## config.mk

```make
export PLATFORM = sky130hd
export DESIGN_NAME = imem_loader
export DESIGN_NICKNAME = d
export VERILOG_FILES = /design/src/rtl/imem_pkg.sv /design/src/rtl/imem_loader.sv
export SDC_FILE = /design/constraint.sdc
export NUM_CORES = 1
export LEC_CHECK = 0
export BUFFER_PORTS_ARGS = -buffer_cell sky130_fd_sc_hd__buf_2
export CAP_MARGIN = 5
export CORE_ASPECT_RATIO = 1.25
export CORE_UTILIZATION = 51
export DETAILED_ROUTE_END_ITERATION = 8
export PLACE_DENSITY = 0.76
export SLEW_MARGIN = 20
export SYNTH_ARGS = -nofsm -noshare
export SYNTH_HDL_FRONTEND = slang
export SYNTH_SLANG_ARGS = --single-unit
```

## constraint.sdc

```tcl
create_clock -name clk -period 3.6 [get_ports clk]
set_input_delay 0.72 -clock clk [delete_from_list [all_inputs] [get_ports clk]]
set_output_delay 0.72 -clock clk [all_outputs]
set_load 0.01 [all_outputs]
```

## src/rtl/imem_pkg.sv

```systemverilog
`default_nettype none
// ============================================================================
// Module      : imem_pkg
// Description : Shared constants and the loader state encoding for the
//               instruction memory and its byte-stream writer.
// Revision    : 1.0 - initial release
// ============================================================================
package imem_pkg;

  // Instruction memory geometry (word addressed)
  localparam int IMEM_ADDR_W = 10;
  localparam int IMEM_DATA_W = 32;
  localparam int IMEM_DEPTH  = 1024;

  // Loader control states
  typedef enum logic [1:0] {
    ST_IDLE  = 2'd0,
    ST_RECV  = 2'd1,
    ST_WRITE = 2'd2,
    ST_DONE  = 2'd3
  } loader_state_t;

endpackage : imem_pkg
`default_nettype wire

```

## src/rtl/imem_loader.sv

```systemverilog
`default_nettype none
// ============================================================================
// Module      : imem_loader
// Description : Assembles a little-endian byte stream into 32-bit words and
//               writes them sequentially into the instruction memory write
//               port. busy keeps the core away from the memory during a load.
// Revision    : 1.0 - initial release
// ============================================================================
module imem_loader
  import imem_pkg::*;
#(
  parameter int ADDR_W = IMEM_ADDR_W,
  parameter int DATA_W = IMEM_DATA_W
) (
  input  logic              clk,
  input  logic              rst,
  input  logic              start,
  input  logic [ADDR_W:0]   load_len,
  input  logic              abort,
  input  logic              byte_valid,
  input  logic [7:0]        byte_data,
  output logic              byte_ready,
  output logic              mem_we,
  output logic [ADDR_W-1:0] mem_addr,
  output logic [DATA_W-1:0] mem_wdata,
  output logic              busy,
  output logic              done,
  output logic [ADDR_W:0]   words_written
);

  // Largest loadable word count: the full memory depth
  localparam logic [ADDR_W:0]   c_depth    = (ADDR_W+1)'(1) << ADDR_W;
  localparam logic [ADDR_W:0]   c_cnt_one  = (ADDR_W+1)'(1);
  localparam logic [ADDR_W-1:0] c_addr_one = ADDR_W'(1);
  localparam logic [1:0]        c_last_lane = 2'd3;

  loader_state_t     r_state;
  loader_state_t     w_next_state;

  logic [ADDR_W:0]   r_len;            // clamped word count of this load
  logic [ADDR_W-1:0] r_addr;           // address of the word being assembled
  logic [1:0]        r_byte_idx;       // next byte lane to fill
  logic [DATA_W-1:0] r_word;           // partially assembled word
  logic [ADDR_W-1:0] r_mem_addr;
  logic [DATA_W-1:0] r_mem_wdata;
  logic [ADDR_W:0]   r_words_written;

  logic [ADDR_W:0]   w_start_len;
  logic [DATA_W-1:0] w_next_word;
  logic              w_accept;
  logic              w_last_word;
  logic              w_in_load;

  // Lengths beyond the memory depth are clamped so the address never wraps
  assign w_start_len = (load_len > c_depth) ? c_depth : load_len;

  // A byte is taken whenever the source offers one while receiving
  assign w_accept    = byte_valid && (r_state == ST_RECV);

  // The word now being written is the final one of the load
  assign w_last_word = ((r_words_written + c_cnt_one) == r_len);

  // Abort only has an effect while a load is actually moving data
  assign w_in_load   = (r_state == ST_RECV) || (r_state == ST_WRITE);

  // Drop the incoming byte into its lane of the word under assembly
  always_comb begin
    w_next_word = r_word;
    w_next_word[{r_byte_idx, 3'b000} +: 8] = byte_data;
  end

  // State register
  always_ff @(posedge clk or posedge rst) begin
    if (rst) begin
      r_state <= ST_IDLE;
    end else begin
      r_state <= w_next_state;
    end
  end

  // Next-state decode; abort overrides every other transition
  always_comb begin
    w_next_state = r_state;
    case (r_state)
      ST_IDLE: begin
        if (start) begin
          w_next_state = (w_start_len == '0) ? ST_DONE : ST_RECV;
        end
      end
      ST_RECV: begin
        if (w_accept && (r_byte_idx == c_last_lane)) begin
          w_next_state = ST_WRITE;
        end
      end
      ST_WRITE: begin
        w_next_state = w_last_word ? ST_DONE : ST_RECV;
      end
      ST_DONE: begin
        w_next_state = ST_IDLE;
      end
      default: begin
        w_next_state = ST_IDLE;
      end
    endcase
    if (abort && w_in_load) begin
      w_next_state = ST_IDLE;
    end
  end

  // Datapath: length latch, byte assembly, write staging and progress count
  always_ff @(posedge clk or posedge rst) begin
    if (rst) begin
      r_len           <= '0;
      r_addr          <= '0;
      r_byte_idx      <= '0;
      r_word          <= '0;
      r_mem_addr      <= '0;
      r_mem_wdata     <= '0;
      r_words_written <= '0;
    end else begin
      case (r_state)
        ST_IDLE: begin
          if (start) begin
            r_len           <= w_start_len;
            r_addr          <= '0;
            r_byte_idx      <= '0;
            r_words_written <= '0;
          end
        end
        ST_RECV: begin
          if (abort) begin
            // Partial word is thrown away
            r_byte_idx <= '0;
          end else if (w_accept) begin
            r_word     <= w_next_word;
            r_byte_idx <= r_byte_idx + 2'd1;
            if (r_byte_idx == c_last_lane) begin
              // Stage the completed word; the port holds it afterwards
              r_mem_addr  <= r_addr;
              r_mem_wdata <= w_next_word;
            end
          end
        end
        ST_WRITE: begin
          // The write lands on this edge even if abort is asserted
          r_words_written <= r_words_written + c_cnt_one;
          if (!w_last_word) begin
            r_addr <= r_addr + c_addr_one;
          end
        end
        default: begin
        end
      endcase
    end
  end

  // Control outputs are pure state decodes
  assign byte_ready    = (r_state == ST_RECV);
  assign mem_we        = (r_state == ST_WRITE);
  assign busy          = (r_state != ST_IDLE);
  assign done          = (r_state == ST_DONE);

  assign mem_addr      = r_mem_addr;
  assign mem_wdata     = r_mem_wdata;
  assign words_written = r_words_written;

endmodule : imem_loader
`default_nettype wire

```

-- Word level (Yosys, flattened, before mapping)
Cells that the tools add are included.
- register bits after elaboration: 110
- logic and storage cells: 59
- output and inout port bits: 57
- mux-type cells: 17
- reductions and logical operators: 16
- bitwise operators: 1
- add/subtract/negate cells: 4
- shift operators: 2
- equal/unequal tests: 10
- order comparisons: 1
- operators by type and width (operator ; count):
    $bwmux 32 ; 1
    $shift 8x7->32 const A ; 1
    $shiftx 8x7->32 ; 1
    $mux 11 ; 2
    $pmux 11 s2 ; 1
    $mux 10 ; 2
    $pmux 10 s2 ; 1
    $mux 2 ; 8
    $add 11x1->11 const B ; 1
    $eq 11x11->1 ; 1
    $gt 11x11->1 const B ; 1
    $logic_not 11->1 ; 1
    $add 10x1->10 const B ; 1
    $reduce_and 3->1 ; 3
    $pmux 2 s4 ; 1
    $neg 5->7 ; 1
    $eq 2x2->1 const B ; 3
    $reduce_and 2->1 ; 3
    $reduce_bool 2->1 ; 3
    $ne 2x2->1 const B ; 2
    $pmux 2 s2 ; 1
    $reduce_and 4->1 ; 1
    $logic_and 1x1->1 ; 3
    $ne 3x1->1 const B ; 1
    other kinds (7) ; 7

-- Depth between registers and ports, before layout
- depth in word-level cells: 7
- mapped depth: 10
- mapped depth without buffers: 8

-- Worst setup path before layout
OpenSTA, ideal clock, no wires.
- kind: register -> register
- from: reg r_words_written[1], in the netlist words_written[1]
- to: reg r_addr[7]
- clock period less this slack: 2269 ps
- arrival: 2134 ps
- setup slack: 1331 ps
- path buffers: 1
- stages on the path, launching flop included: 9
- cells stage by stage: dfrtp_1 > ha_1 > xor2_1 > nor3_1 > o211ai_1 > or4_1 > buf_2 > o211ai_1 > o211ai_1
- word-level cells in the longest chain between the ends: 4
- RTL lines (item ; line ; RTL):
    start, declared ; imem_loader.sv:46 ; logic [ADDR_W:0] r_words_written;
    start signal, assigned ; imem_loader.sv:146 ; r_words_written <= r_words_written + c_cnt_one;
    $add 11x1->11 ; imem_loader.sv:61 ; assign w_last_word = ((r_words_written + c_cnt_one) == r_len);
    $eq 11x11->1 ; imem_loader.sv:61 ;
    $ne 2x2->1 (no line) ; -- ;
    $reduce_and 3->1 (no line) ; -- ;
    end signal, assigned ; imem_loader.sv:148 ; r_addr <= r_addr + c_addr_one;
    end, declared ; imem_loader.sv:41 ; logic [ADDR_W-1:0] r_addr;
Every way passes these cells.
A chain may end at the register's enable or synchronous reset.

-- Worst setup path after layout
- from: reg r_state[0]
- to: reg r_addr[7]
- word-level cells in the longest chain between the ends: 3
- RTL lines (item ; line ; RTL):
    start, declared ; imem_loader.sv:37 ; loader_state_t r_state;
    start signal, assigned ; imem_loader.sv:77 ; r_state <= w_next_state;
    $eq 2x2->1 or $logic_not 2->1 (tied branches) ; imem_loader.sv:121 ; case (r_state)
    $ne 2x2->1 (no line) or $reduce_bool 2->1 (tied branches) ; -- ;
    $reduce_and 3->1 (no line) ; -- ;
Parallel ways exist; a longest one is shown, timed or not.

==> out/results.tsv <==
stage	metric	value	unit
layout	final_area	0.00578	mm2
logic_synthesis	synth_seq_area_share	50.6	%
run_status	status	finished, final reports clean	
setup_path	endpoint_kind	flop	
route	num_vias	4073	
sta	drv_slew	0	
logic_synthesis	syn_inst	519	
global_routing	grt_max_degree	85	
setup_path	crit_path_frequent_cell	o211ai_1	
layout	fillers	858	
clock_network	holdBufCountCts	0	
sta	worst_slew_pin_slew	734	ps
global_routing	grtUsageTotal	24.1	%
setup_path	cp_slowest_stage_delay	710	ps
layout	n_antenna_cell	0	
layout	final_util	60.1	%
clock_network	post_cts_buffers	0	
logic_synthesis	synth_nets	554	
logic_synthesis	synth_area	0.00504	mm2
global_routing	grt_pass1_vias	3941	
setup_path	crit_end	r_addr[7]	
clock_network	cts_sinks	102	
sta	skew	4.97	ps
job	cap_violations	0	
place	place_area	0.00550	mm2
route	drt_iter0_markers	169	
sta	fmax	0.382	GHz
floorplan	start_util	52.4	%
power_and_ir_drop	report.power.total	3.46	mW
sta	fin_crit	2620	ps
place	hpwlAfterDp	8.36	mm
setup_path	critPathSlowestCell	or4_1	
floorplan	fp.dieH	113	um
power_and_ir_drop	power-per-cell-area	598	mW/mm2
global_routing	gr-total-overflow	0	
logic_synthesis	ys_ff_latch	102	
floorplan	dieArea	0.0103	mm2
setup_path	r2r_slack	980	ps
floorplan	design.core.area	0.00961	mm2
clock_network	cts_made_buffers	9	
clock_network	htree_levels	3	
setup_path	r2r-end	r_addr[7]	
floorplan	io_pins	81	
sta	setup_violations	0	
setup_path	cp.depth	9	
setup_path	worstPathArrival	2830	ps
route	ant_nets	0	
setup_path	setup.worst_path.start_class	flop	
setup_path	reg2regPathDepth	9	
route	totalWireLength	11.7	mm
clock_network	cts_max_path_buffers	2	
sta	fin_setup_tns	0	ps
sta	rsz0062_at_grt	false	
worst_hold_path	hp-class	reg -> reg	
route	first_pass_iters	4	
route	routedWlPerCell	16.5	um
setup_path	crit_path_cell_trace	inv_1, ha_1, buf_4, inv_1, nor3_1, o211ai_1, or4_1, o211ai_1, o211ai_1	
floorplan	rows	40	
place	io_buffer_count	80	
clock_network	cts_tree	built	
sta	finalHoldViolations	0	
setup_path	critical_path.startpoint	r_state[0]	
sta	relSlewSlack	50.8	%
logic_synthesis	synth_area_per_cell	9.71	um2
power_and_ir_drop	worst_ir_drop_vdd	0.377	mV
clock_network	post_cts_resize_count	0	
route	vias_per_cell	5.75	
setup_path	path_buf_inv	3	
clock_network	clkTransAtPathRegs	70	ps
setup_path	critPathKind	reg -> reg	
global_routing	antenna_found_initial	0	
place	globalplace.congestion	0.889	
layout	area_delta_synth_final	14.7	%
logic_synthesis	synth_cell_types	47	
clock_network	root_buffer	clkbuf_16	
setup_path	cp.required	3810	ps
layout	drive_above_1_share	19.6	%
global_routing	grt_pass1_wl	19.5	mm
setup_path	cp_max_fo	13	
layout	nets	614	
route	drc	0	
floorplan	die_x	90.9	um
setup_path	critPathTopFamily	simple AND/OR/NAND/NOR gates	
setup_path	reg2reg_from	r_state[0]	
logic_synthesis	ys_warn_count	0	
power_and_ir_drop	total_leakage_power	2.76	nW
clock_network	clk-insertion-delay-late	340	ps
sta	finalCritPeriodShare	72.7	%
[synth_stat cells (all sizes together)]
| cell | count | area [um2] |
|---|---|---|
| a32o | 1 | 10.0 |
| o22ai | 2 | 12.5 |
| o21ai | 57 | 289 |
| ha | 11 | 138 |
| or3 | 3 | 18.8 |
| and4 | 3 | 26.3 |
| nor3 | 7 | 35.0 |
| nand4b | 1 | 8.76 |
| nand3 | 16 | 80.1 |
| nor4b | 2 | 23.8 |
| nand4 | 2 | 18.8 |
| xor2 | 7 | 61.3 |
| o21a | 3 | 22.5 |
| nor4 | 7 | 43.8 |
| mux2 | 8 | 90.1 |
| or2 | 1 | 6.26 |
| o31ai | 1 | 7.51 |
| a22o | 39 | 342 |
| o211ai | 13 | 97.6 |
| or4 | 2 | 15.0 |
| nand2b | 8 | 50.1 |
| a21oi | 32 | 160 |
| buf | 15 | 70.1 |
| a31oi | 4 | 25.0 |
| clkbuf | 23 | 87.6 |
| nand3b | 1 | 7.51 |
| and3 | 6 | 37.5 |
| and2 | 8 | 50.1 |
| dfrtp | 102 | 2550 |
| nor2 | 13 | 48.8 |
| and3b | 1 | 8.76 |
| a211oi | 5 | 37.5 |
| nor4bb | 1 | 10.0 |
| a21boi | 2 | 15.0 |
| nand2 | 66 | 248 |
| xnor2 | 8 | 70.1 |
| a221oi | 2 | 17.5 |
| inv | 11 | 41.3 |
| nor2b | 25 | 156 |
[worst reg2reg max path, delay by kind of cell, from the launching register on]
family          cells  cell delay [ps]
compound gates      3              520
fa+ha+maj           1              140
buf+inv             3              430
flops               1              420
simple gates        2              980
[where the power goes]
group / internal, mW / switching, mW
clock network: 0.530 / 0.410
registers: 1.30 / 0.164
logic: 0.411 / 0.642
total: 2.24 / 1.22
[worst min path at each step]
stage,from,end,slack [ps],cells past startpoint
global placement,mem_wdata[18],mem_wdata[18],460,2
global route,mem_wdata[18],mem_wdata[18],500,2
CTS,mem_wdata[31],mem_wdata[31],480,2
detailed placement,mem_wdata[31],mem_wdata[31],460,2
finish,mem_wdata[18],mem_wdata[18],470,2
floorplan,r_word[0],r_word[0],460,1
[routing by layer]
layer | share of wire, % | up-vias | global-route usage, %
li1 | - | 1970 | -
met1 | 43 | 1966 | 29.6
met2 | 50 | 114 | 40.6
met3 | 3.4 | 23 | 4.50
met4 | 3.1 | 0 | 12.4
met5 | 0 | - | 0
[cells in the final DEF (no fill, tap or decap), drive strengths merged, types with 8 or more instances in the layout]
master  netlist  layout
o21ai        57      57
nor2         13      13
nand2b        8       8
dfrtp       102     102
nand2        66      66
a22o         39      39
inv          11      11
buf          15      87
xnor2         8       8
ha           11      11
and2          8       8
a21oi        32      32
clkbuf       23      10
nand3        16      16
mux2          8       8
o211ai       13      13
nor2b        25      25
[sequential cells by signal, summed over array words and instances (netlist names)]
signal and cells:
mem_wdata 32, r_word 24, r_len 11, words_written 11, mem_addr 10, r_addr 10, r_byte_idx 2, r_state 2
[cell type report]
| cell class | count | area, um2 | share of cell area (%) |
|---|---|---|---|
| clock buffer | 10 | 229 | 3.96 |
| clock inverter | 4 | 50.0 | 0.866 |
| timing repair buffer | 87 | 453 | 7.84 |
| multi-input combinational | 368 | 2290 | 39.6 |
| sequential | 102 | 2550 | 44.2 |
| tap | 126 | 158 | 2.73 |
| inverter | 11 | 46.3 | 0.801 |
[logic make-up after synthesis]
kind of cell    count (synthesis)  synth area share, %
fa+ha+maj                      11                 2.73
mux                             8                 1.79
flops                         102                 50.6
buf+inv                        49                 3.95
xor+xnor                       15                 2.61
compound gates                161                 20.6
simple gates                  173                 17.7
[metrics by stage]
stage	instances	setup slack, ps	hold WS [ps]
2_1_floorplan	519	205	458
3_3_place_gp	694	1080	458
3_5_place_dp	694	1010	464
4_1_cts	708	981	479
5_1_grt	708	728	499
6_report	708	982	473
Power figures use the tool's default switching activity.
